`config.mk`:
```
export PLATFORM = sky130hd
export DESIGN_NAME = fetch_unit
export DESIGN_NICKNAME = d
export VERILOG_FILES = /design/src/rtl/fetch_unit_pkg.sv /design/src/rtl/fetch_unit_pc_counter.sv /design/src/rtl/fetch_unit.sv
export SDC_FILE = /design/constraint.sdc
export NUM_CORES = 1
export LEC_CHECK = 0
export ABC_AREA = 1
export ABC_CLOCK_PERIOD_IN_PS = 1400
export CAP_MARGIN = 20
export CORE_ASPECT_RATIO = 0.75
export CORE_MARGIN = 5
export CORE_UTILIZATION = 35
export DETAILED_ROUTE_END_ITERATION = 10
export GPL_TIMING_DRIVEN = 0
export PLACE_DENSITY = 0.7
export SLEW_MARGIN = 20
export SYNTH_ARGS = -nofsm -noshare
export SYNTH_HDL_FRONTEND = slang
export SYNTH_HIERARCHICAL = 1
export SYNTH_SLANG_ARGS = --single-unit
```
`constraint.sdc`:
```
create_clock -name clk -period 1.4 [get_ports clk]
set_clock_uncertainty 0.2 [all_clocks]
set_input_delay 0.21 -clock clk [delete_from_list [all_inputs] [get_ports clk]]
set_output_delay 0.21 -clock clk [all_outputs]
set_load 0.05 [all_outputs]
```
`src/rtl/fetch_unit_pkg.sv`:
```
// rtl/fetch_unit_pkg.sv - shared pipeline types and fetch constants
package fetch_unit_pkg;

  typedef struct packed {
    logic [8:0]  Curr_Pc;
    logic [31:0] Curr_Instr;
  } if_id_reg;

  localparam logic [31:0] FETCH_NOP = 32'h0000_0013;
  localparam logic [8:0]  PC_STEP   = 9'd4;

  typedef enum logic [0:0] {
    RUN    = 1'b0,
    HALTED = 1'b1
  } fetch_state_e;

  function automatic if_id_reg fetch_bubble();
    if_id_reg b;
    b.Curr_Pc    = 9'h000;
    b.Curr_Instr = FETCH_NOP;
    return b;
  endfunction

endpackage

```
`src/rtl/fetch_unit_pc_counter.sv`:
```
// rtl/fetch_unit_pc_counter.sv - 9-bit program counter with load, hold and step
module pc_counter
  import fetch_unit_pkg::*;
(
  input  logic       clk,
  input  logic       reset,
  input  logic       load,
  input  logic       hold,
  input  logic [8:0] load_value,
  output logic [8:0] pc
);

  // Load beats hold so a redirect during a stall still takes effect.
  always_ff @(posedge clk) begin
    if (reset) begin
      pc <= 9'h000;
    end else if (load) begin
      pc <= load_value;
    end else if (!hold) begin
      pc <= pc + PC_STEP;
    end
  end

endmodule

```
`src/rtl/fetch_unit.sv`:
```
// rtl/fetch_unit.sv - instruction fetch stage with RUN/HALTED control and IF/ID register
module fetch_unit
  import fetch_unit_pkg::*;
(
  input  logic        clk,
  input  logic        reset,
  input  logic        stall,
  input  logic        pc_sel,
  input  logic [8:0]  branch_target,
  input  logic        halt_req,
  output logic [8:0]  imem_addr,
  input  logic [31:0] imem_rdata,
  output if_id_reg    if_id_q,
  output logic        halted,
  output logic [31:0] fetch_count
);

  fetch_state_e state;
  logic [8:0]   pc;
  logic [8:0]   target_aligned;
  logic         pc_load;
  logic         pc_hold;

  assign target_aligned = branch_target & ~9'h003;
  assign imem_addr      = pc;

  // Halt outranks redirect, redirect outranks stall.
  assign pc_load = (state == RUN) && !halt_req && pc_sel;
  assign pc_hold = (state == HALTED) || halt_req || stall;

  pc_counter u_pc (
    .clk        (clk),
    .reset      (reset),
    .load       (pc_load),
    .hold       (pc_hold),
    .load_value (target_aligned),
    .pc         (pc)
  );

  always_ff @(posedge clk) begin
    if (reset) begin
      state       <= RUN;
      if_id_q     <= fetch_bubble();
      halted      <= 1'b0;
      fetch_count <= 32'd0;
    end else begin
      case (state)
        RUN: begin
          if (halt_req) begin
            state   <= HALTED;
            halted  <= 1'b1;
            if_id_q <= fetch_bubble();
          end else if (pc_sel) begin
            if_id_q <= fetch_bubble();
          end else if (!stall) begin
            if_id_q.Curr_Pc    <= pc;
            if_id_q.Curr_Instr <= imem_rdata;
            fetch_count        <= fetch_count + 32'd1;
          end
        end
        HALTED: begin
          if_id_q <= fetch_bubble();
          halted  <= 1'b1;
        end
        default: begin
          state   <= RUN;
          if_id_q <= fetch_bubble();
        end
      endcase
    end
  end

endmodule

```
==> results of run 1 <==
## flip-flops by register name, indices dropped and copies added, names as in the netlist
name / flops
state: 1
halted: 1
fetch_count: 32
if_id_q: 41
u_pc/pc: 9
## layout make-up
cell class | instances | area share
clock buffers | 11 | 0.0371
plain buffers | 19 | 0.0289
well taps | 140 | 0.0256
repair buffers | 180 | 0.230
inverters | 59 | 0.0382
multi-input cells | 326 | 0.375
flip-flops and latches | 84 | 0.262
clock inverters | 4 | 0.00347
## cells in the mapped netlist
cell      count  share of area
nand2_1      94          0.091
dfxtp_1      84           0.43
nor2_1       67          0.065
inv_1        54          0.052
o221a_2      37           0.11
nand3_1      29          0.037
a21oi_1      16          0.021
o21ai_0      14          0.018
nor2_4       11          0.032
nand4_1      10          0.016
nor3_1       10          0.013
buf_2         7         0.0090
clkbuf_1      7         0.0068
inv_2         5         0.0048
nand2_2       5         0.0080
buf_6         3         0.0087
nand2_4       3         0.0087
nor2_2        3         0.0048
o21ai_1       3         0.0039
xor2_1        3         0.0068
buf_4         2         0.0039
ha_1          2         0.0064
nand3_2       2         0.0051
nor2_8        2          0.010
nor3_2        2         0.0051
o211ai_1      2         0.0039
o21bai_2      2         0.0058
xnor2_1       2         0.0045
a21oi_2       1         0.0023
a22oi_1       1         0.0019
conb_1        1        0.00096
o21bai_1      1         0.0019
o221a_1       1         0.0029
## power groups by stage
stage,Sequential (mW),Combinational (mW),Clock (mW)
after floorplan,2.69,0.198,0
after global placement,2.51,0.670,0
after detailed placement,2.51,0.681,0
after CTS,2.45,0.709,2.31
after global routing,2.47,0.928,2.40
final,2.46,0.883,2.25
## path summary, 6_finish.rpt
| kind | endpoint |
|---|---|
| worst min register to register | if_id_q[0]$_SDFFE_PP1P_ |
| worst max register to register | u_pc/pc[3]$_SDFFE_PP0P_ |
| worst min-delay path | u_pc/pc[5]$_SDFFE_PP0P_ |
| worst max-delay path | u_pc/pc[3]$_SDFFE_PP0P_ |
## stage by stage
stage	hold slack (ps)	cells	setup slack (ps)	setup TNS [ps]	total power, mW
finish	132	823	-211	-9750	5.60
CTS	112	792	-147	-5070	5.47
global route	150	823	-274	-14950	5.80
global placement	240	752	-973	-73520	3.18
floorplan	65.1	487	-135	-2140	2.89
detailed placement	239	752	-959	-73330	3.19
## critical path, stage by stage (launching register included)
cell	delay, ps
dfxtp_4	360
nor2_4	160
inv_2	70
nor2_4	180
buf_6	170
nor2_4	70
a22oi_2	130
nand2_1	70
nand2_1	60
inv_1	40
## cell families after synthesis
family / Yosys count / share of synthesized area
other cells: 1 / 0.000964
flops: 84 / 0.432
fa+ha+maj: 2 / 0.00643
simple gates: 238 / 0.296
compound gates: 78 / 0.168
buf+inv: 78 / 0.0852
xor+xnor: 5 / 0.0113
## metal layers
layer	wire length, um	vias to the layer above	track usage	share of wire
li1	-	2025	-	-
met3	617	24	0.0407	0.044
met2	6970	115	0.306	0.50
met1	6240	2005	0.254	0.44
met5	0	-	0	0
met4	236	0	0.0617	0.017
## what timing repair did
action / in CTS / in global routing
hold buffers: 0 / 0
setup buffers: 22 / 28
gates cloned: 3 / 3
resized for setup: 501 / 155
pin swaps: 27 / 42
setup endpoints to repair: 165 / 101
==> metrics.md, run 1 <==
| Metric | Value |
|---|---|
| Antenna Nets Post-Route | `0` |
| Initial Utilization | `0.357` |
| Yosys reg bits | `84` |
| # clock sinks | `84` |
| Setup violations, final | `83` |
| FMAX | `0.621 GHz` |
| Die Wd | `132 um` |
| Int Power | `4.09 mW` |
| Post-placement cell area | `0.00552 sq mm` |
| Hold Startpoint | `reset` |
| Crit path DAT | `1640 ps` |
| Clock Pin Slew Worst Setup and Hold Paths | `60 ps` |
| Multi-input gate area | `0.00257 sq mm` |
| Endpoint class of the critical path | `register` |
| I/O pin total | `129` |
| Most frequent cells in the layout | `75 x nand2_1, 53 x buf_2, 47 x nor2_1` |
| Antenna cells | `0` |
| CP max FO | `5` |
| Synth-to-Final Area Change | `75.9%` |
| Critical Path RT | `1430 ps` |
| Switching share of power | `0.270` |
| WL per Instance | `17.1 um` |
| Warnings, synthesis | `6` |
| Dpl hpwl | `9.10 mm` |
| Filler Cells Inserted | `904` |
| Period minus WS final | `1610 ps` |
| Die Y | `101 um` |
| Final Core Density | `0.628` |
| Crit path from | `state$_SDFF_PP0_` |
| Final period util | `1.15` |
| Static leakage | `3.01 nW` |
| Sequential fraction of design power | `0.440` |
| Sequential cell area | `0.00179 sq mm` |
| Failing checks | `setup timing` |
| Cells on Worst Hold Path | `2` |
| Mean Syn Cell Area | `8.00 sq um` |
| Largest net degree at the start of global routing | `14` |
| PD cells | `818 mW/mm^2` |
| First-pass GRT wire length | `20.6 mm` |
| Commonest non-fill, non-tap cell in the layout | `nand2_1` |
| RSZ-0062 raised after global routing | `yes` |
| Grt ovf | `0` |
| Initial antenna violation count | `0` |
| Max H-tree Level | `3` |
| Vias in the first global route | `3,948` |
| Drt pass-1 iters | `5` |
| TritonCTS Buffers | `9` |
| CTS Buffer Depth | `2` |
| Comb pwr share | `0.158` |
| Cells after Synth | `486` |
| Sequential area share after synthesis | `0.432` |
| Clk Latency, worst-skew pair | `330 ps` |
| Die Area | `0.0133 sq mm` |
| CORE AREA | `0.0109 sq mm` |
| Gr usage total | `0.189` |
| Hold Vio Cnt, Final | `0` |
| Setup slack, reg-to-reg | `-210 ps` |
| Distinct cell type count after synthesis | `33` |
| Vias per Instance | `5.07` |
| Final Cell Area | `0.00684 sq mm` |
| NetSw | `1.51 mW` |
| HP Class | `primary input to register` |
| First DRT Iteration DRCs | `254` |
| DRT Wirelength | `14.1 mm` |
| DR vias | `4,169` |
| Critical R2R Launch | `state$_SDFF_PP0_` |
| Status | `complete, but fails checks` |
| Port bufs | `125` |
| Setup WS post-layout | `-211 ps` |
| Row count | `33` |
| Remaining DRCs | `0` |
| Setup crit start kind | `register` |
| Max-slew violation count | `0` |
| Actual slew at the worst max-slew pin | `716 ps` |
| Max Cap Violations | `0` |
| Layout cells sized above 1 | `0.529` |
| Clock power share | `0.402` |
| Clock Root Buffer | `clkbuf_16` |
| Peak supply drop | `0.000658 V` |
| Final net count | `727` |
| Reg2Reg Depth | `9` |
| CTS tree | `built` |
| Mapped Area | `0.00389 sq mm` |
| Setup CP Type | `register to register` |
| Slew headroom | `0.523` |
| GPL Wtd Cong | `0.899` |
Note: power is estimated with default switching activity, not from simulation.
==> run 2: changes to the inputs <==
MAX_ROUTING_LAYER = met4   (was unset)
==> run 2 against run 1 <==
  * The flow still finishes with violations (setup timing)
  * Clock-buffer cell count is 2 higher
  * Hold slack got worse by 100 ps
  * First-iteration DRC count down 29%
  * Cell area decreased by 5.4%
  * Die area did not move
  * Total power down 1.0%
  * Non-clock buffer count down 24
  * Clock power about the same
  * Sequential power barely moved
  * Critical endpoint is now fetch_count[18]$_SDFFE_PP0P_
==> metrics.md, run 2 (synthesis gave the netlist of run 1 again) <==
| Metric | Value |
|---|---|
| Status | `complete, but fails checks` |
| Failing checks | `setup timing` |
| Layout cells sized above 1 | `0.489` |
| CTS Buffer Depth | `2` |
| Hold Startpoint | `reset` |
| Grt ovf | `0` |
| Antenna cells | `0` |
| Critical R2R Launch | `fetch_count[0]$_SDFFE_PP0P_` |
| Setup tns final | `-7010 ps` |
| Clk Latency, worst-skew pair | `330 ps` |
| PD cells | `856 mW/mm^2` |
| Die Wd | `132 um` |
| Most Crowded Layer GR | `met2` |
| Dpl hpwl | `8.92 mm` |
| # clock sinks | `84` |
| Vias per Instance | `4.99` |
| Max Cap Violations | `0` |
| RSZ-0062 raised after global routing | `yes` |
| Delay of the slowest critical-path stage | `370 ps` |
| Static leakage | `2.78 nW` |
| Actual slew at the worst max-slew pin | `693 ps` |
| WL per Instance | `16.2 um` |
| Commonest non-fill, non-tap cell in the layout | `nand2_1` |
| First DRT Iteration DRCs | `180` |
| Initial Utilization | `0.357` |
| Initial antenna violation count | `0` |
| TritonCTS Buffers | `9` |
| CP most frequent cell | `nor2_4` |
| DR vias | `3,992` |
| FMAX | `0.633 GHz` |
| Vias in the first global route | `3,940` |
| Final period util | `1.13` |
| Final net count | `703` |
| Most flops, register | `if_id_q` |
| DRT Wirelength | `13.0 mm` |
| Met1 Use GR | `0.256` |
| Setup WS post-layout | `-181 ps` |
| Max H-tree Level | `3` |
| HP Class | `primary input to register` |
| First-pass GRT wire length | `20.8 mm` |
| Final cell count without fillers | `800` |
| Crit path DAT | `1650 ps` |
| CTS tree | `built` |
| Endpoint class of the critical path | `register` |
| Slowest CP cell | `dfxtp_4` |
| Clock Pin Slew Worst Setup and Hold Paths | `60 ps` |
| Setup violations, final | `74` |
| Met3 Track Usage GR | `0.0447` |
| Peak supply drop | `0.000555 V` |
| GPL Wtd Cong | `0.905` |
| Setup CP Type | `register to register` |
| Gr usage total | `0.196` |
| Port bufs | `125` |
| Hold Vio Cnt, Final | `0` |
| Most frequent cells in the layout | `77 x nand2_1, 57 x nor2_1, 46 x inv_1` |
| Top flop regs | `if_id_q: 41 flops, fetch_count: 32 flops, u_pc/pc: 9 flops` |
| Largest net degree at the start of global routing | `14` |
| Global routing met2 resource utilization | `0.306` |
| Clock Root Buffer | `clkbuf_16` |
| CORE AREA | `0.0109 sq mm` |
| Critical Path RT | `1470 ps` |
| Max-slew violation count | `0` |
| Remaining DRCs | `0` |
| Drt pass-1 iters | `5` |
| Row count | `33` |
| CP max FO | `7` |
| CP Cell Sequence | `ha_4 > inv_4 > nor2_4 > nand3_2 > nor2_4 > buf_4 > a21oi_1 > nor2_1` |
| I/O pin total | `129` |
| Die Y | `101 um` |
| Die Area | `0.0133 sq mm` |
| Synth-to-Final Area Change | `66.4%` |
| Setup crit start kind | `register` |
| Crit path from | `fetch_count[0]$_SDFFE_PP0P_` |
| Period minus WS final | `1580 ps` |
| Antenna Nets Post-Route | `0` |
| Slew headroom | `0.538` |
| Largest register FFs | `41` |
| Placed cell count | `752` |
run 2: per-layer routing:
layer  share of wire  routed length [um]  vias up
li1                -                   -     1989
met1            0.48                6170     1882
met2            0.46                6000       96
met3           0.044                 573       25
met4           0.018                 233        0
met5               0                   0        -
run 2: critical path: cells and delay by family (launching register included):
kind	cells	cell delay [ps]
compound gates	1	50
fa+ha+maj	1	150
buf+inv	2	200
simple gates	4	540
flops	1	370
run 2: through the flow:
stage	setup slack [ps]	hold WS (ps)	power (mW)	instance area, sq um	util
2_1_floorplan	-135	65.1	2.89	4090	-
3_3_place_gp	-939	240	3.18	5520	0.506
3_5_place_dp	-941	246	3.19	5520	0.506
4_1_cts	-154	98.1	5.50	6020	0.552
5_1_grt	-298	47.5	5.76	6470	0.594
6_report	-181	29.1	5.54	6470	0.594
run 2: power by group:
part | total [mW] | switching (mW) | leakage [nW] | internal (mW)
clock | 2.26 | 0.955 | 0.140 | 1.30
combinational | 0.817 | 0.472 | 1.93 | 0.345
sequential | 2.46 | 0.0557 | 0.708 | 2.41
total | 5.54 | 1.48 | 2.78 | 4.06
run 2: worst paths after layout:
kind              depth (start not counted)                            to  slack (ps)
setup / recovery                          8  fetch_count[18]$_SDFFE_PP0P_        -180
hold / removal                            4       u_pc/pc[2]$_SDFFE_PP0P_          30
setup reg to reg                          8  fetch_count[18]$_SDFFE_PP0P_        -180
hold reg to reg                           2           halted$_SDFFE_PP0P_         270
run 2: timing repair:
action / in CTS / in global routing
resized for setup: 528 / 108
setup endpoints to repair: 165 / 124
pin swaps: 28 / 24
hold endpoints to repair: 0 / 4
cloned: 2 / 1
setup buffers: 19 / 9
hold buffers: 0 / 1
run 2: area by class of cell:
cell class	count	area [sq um]
buffer	19	195
sequential	84	1790
clock buffer	13	260
inverter	59	249
multi-input combinational	326	2460
tap	140	175
timing repair buffer	156	1330
clock inverter	3	20.0
fill	987	4430
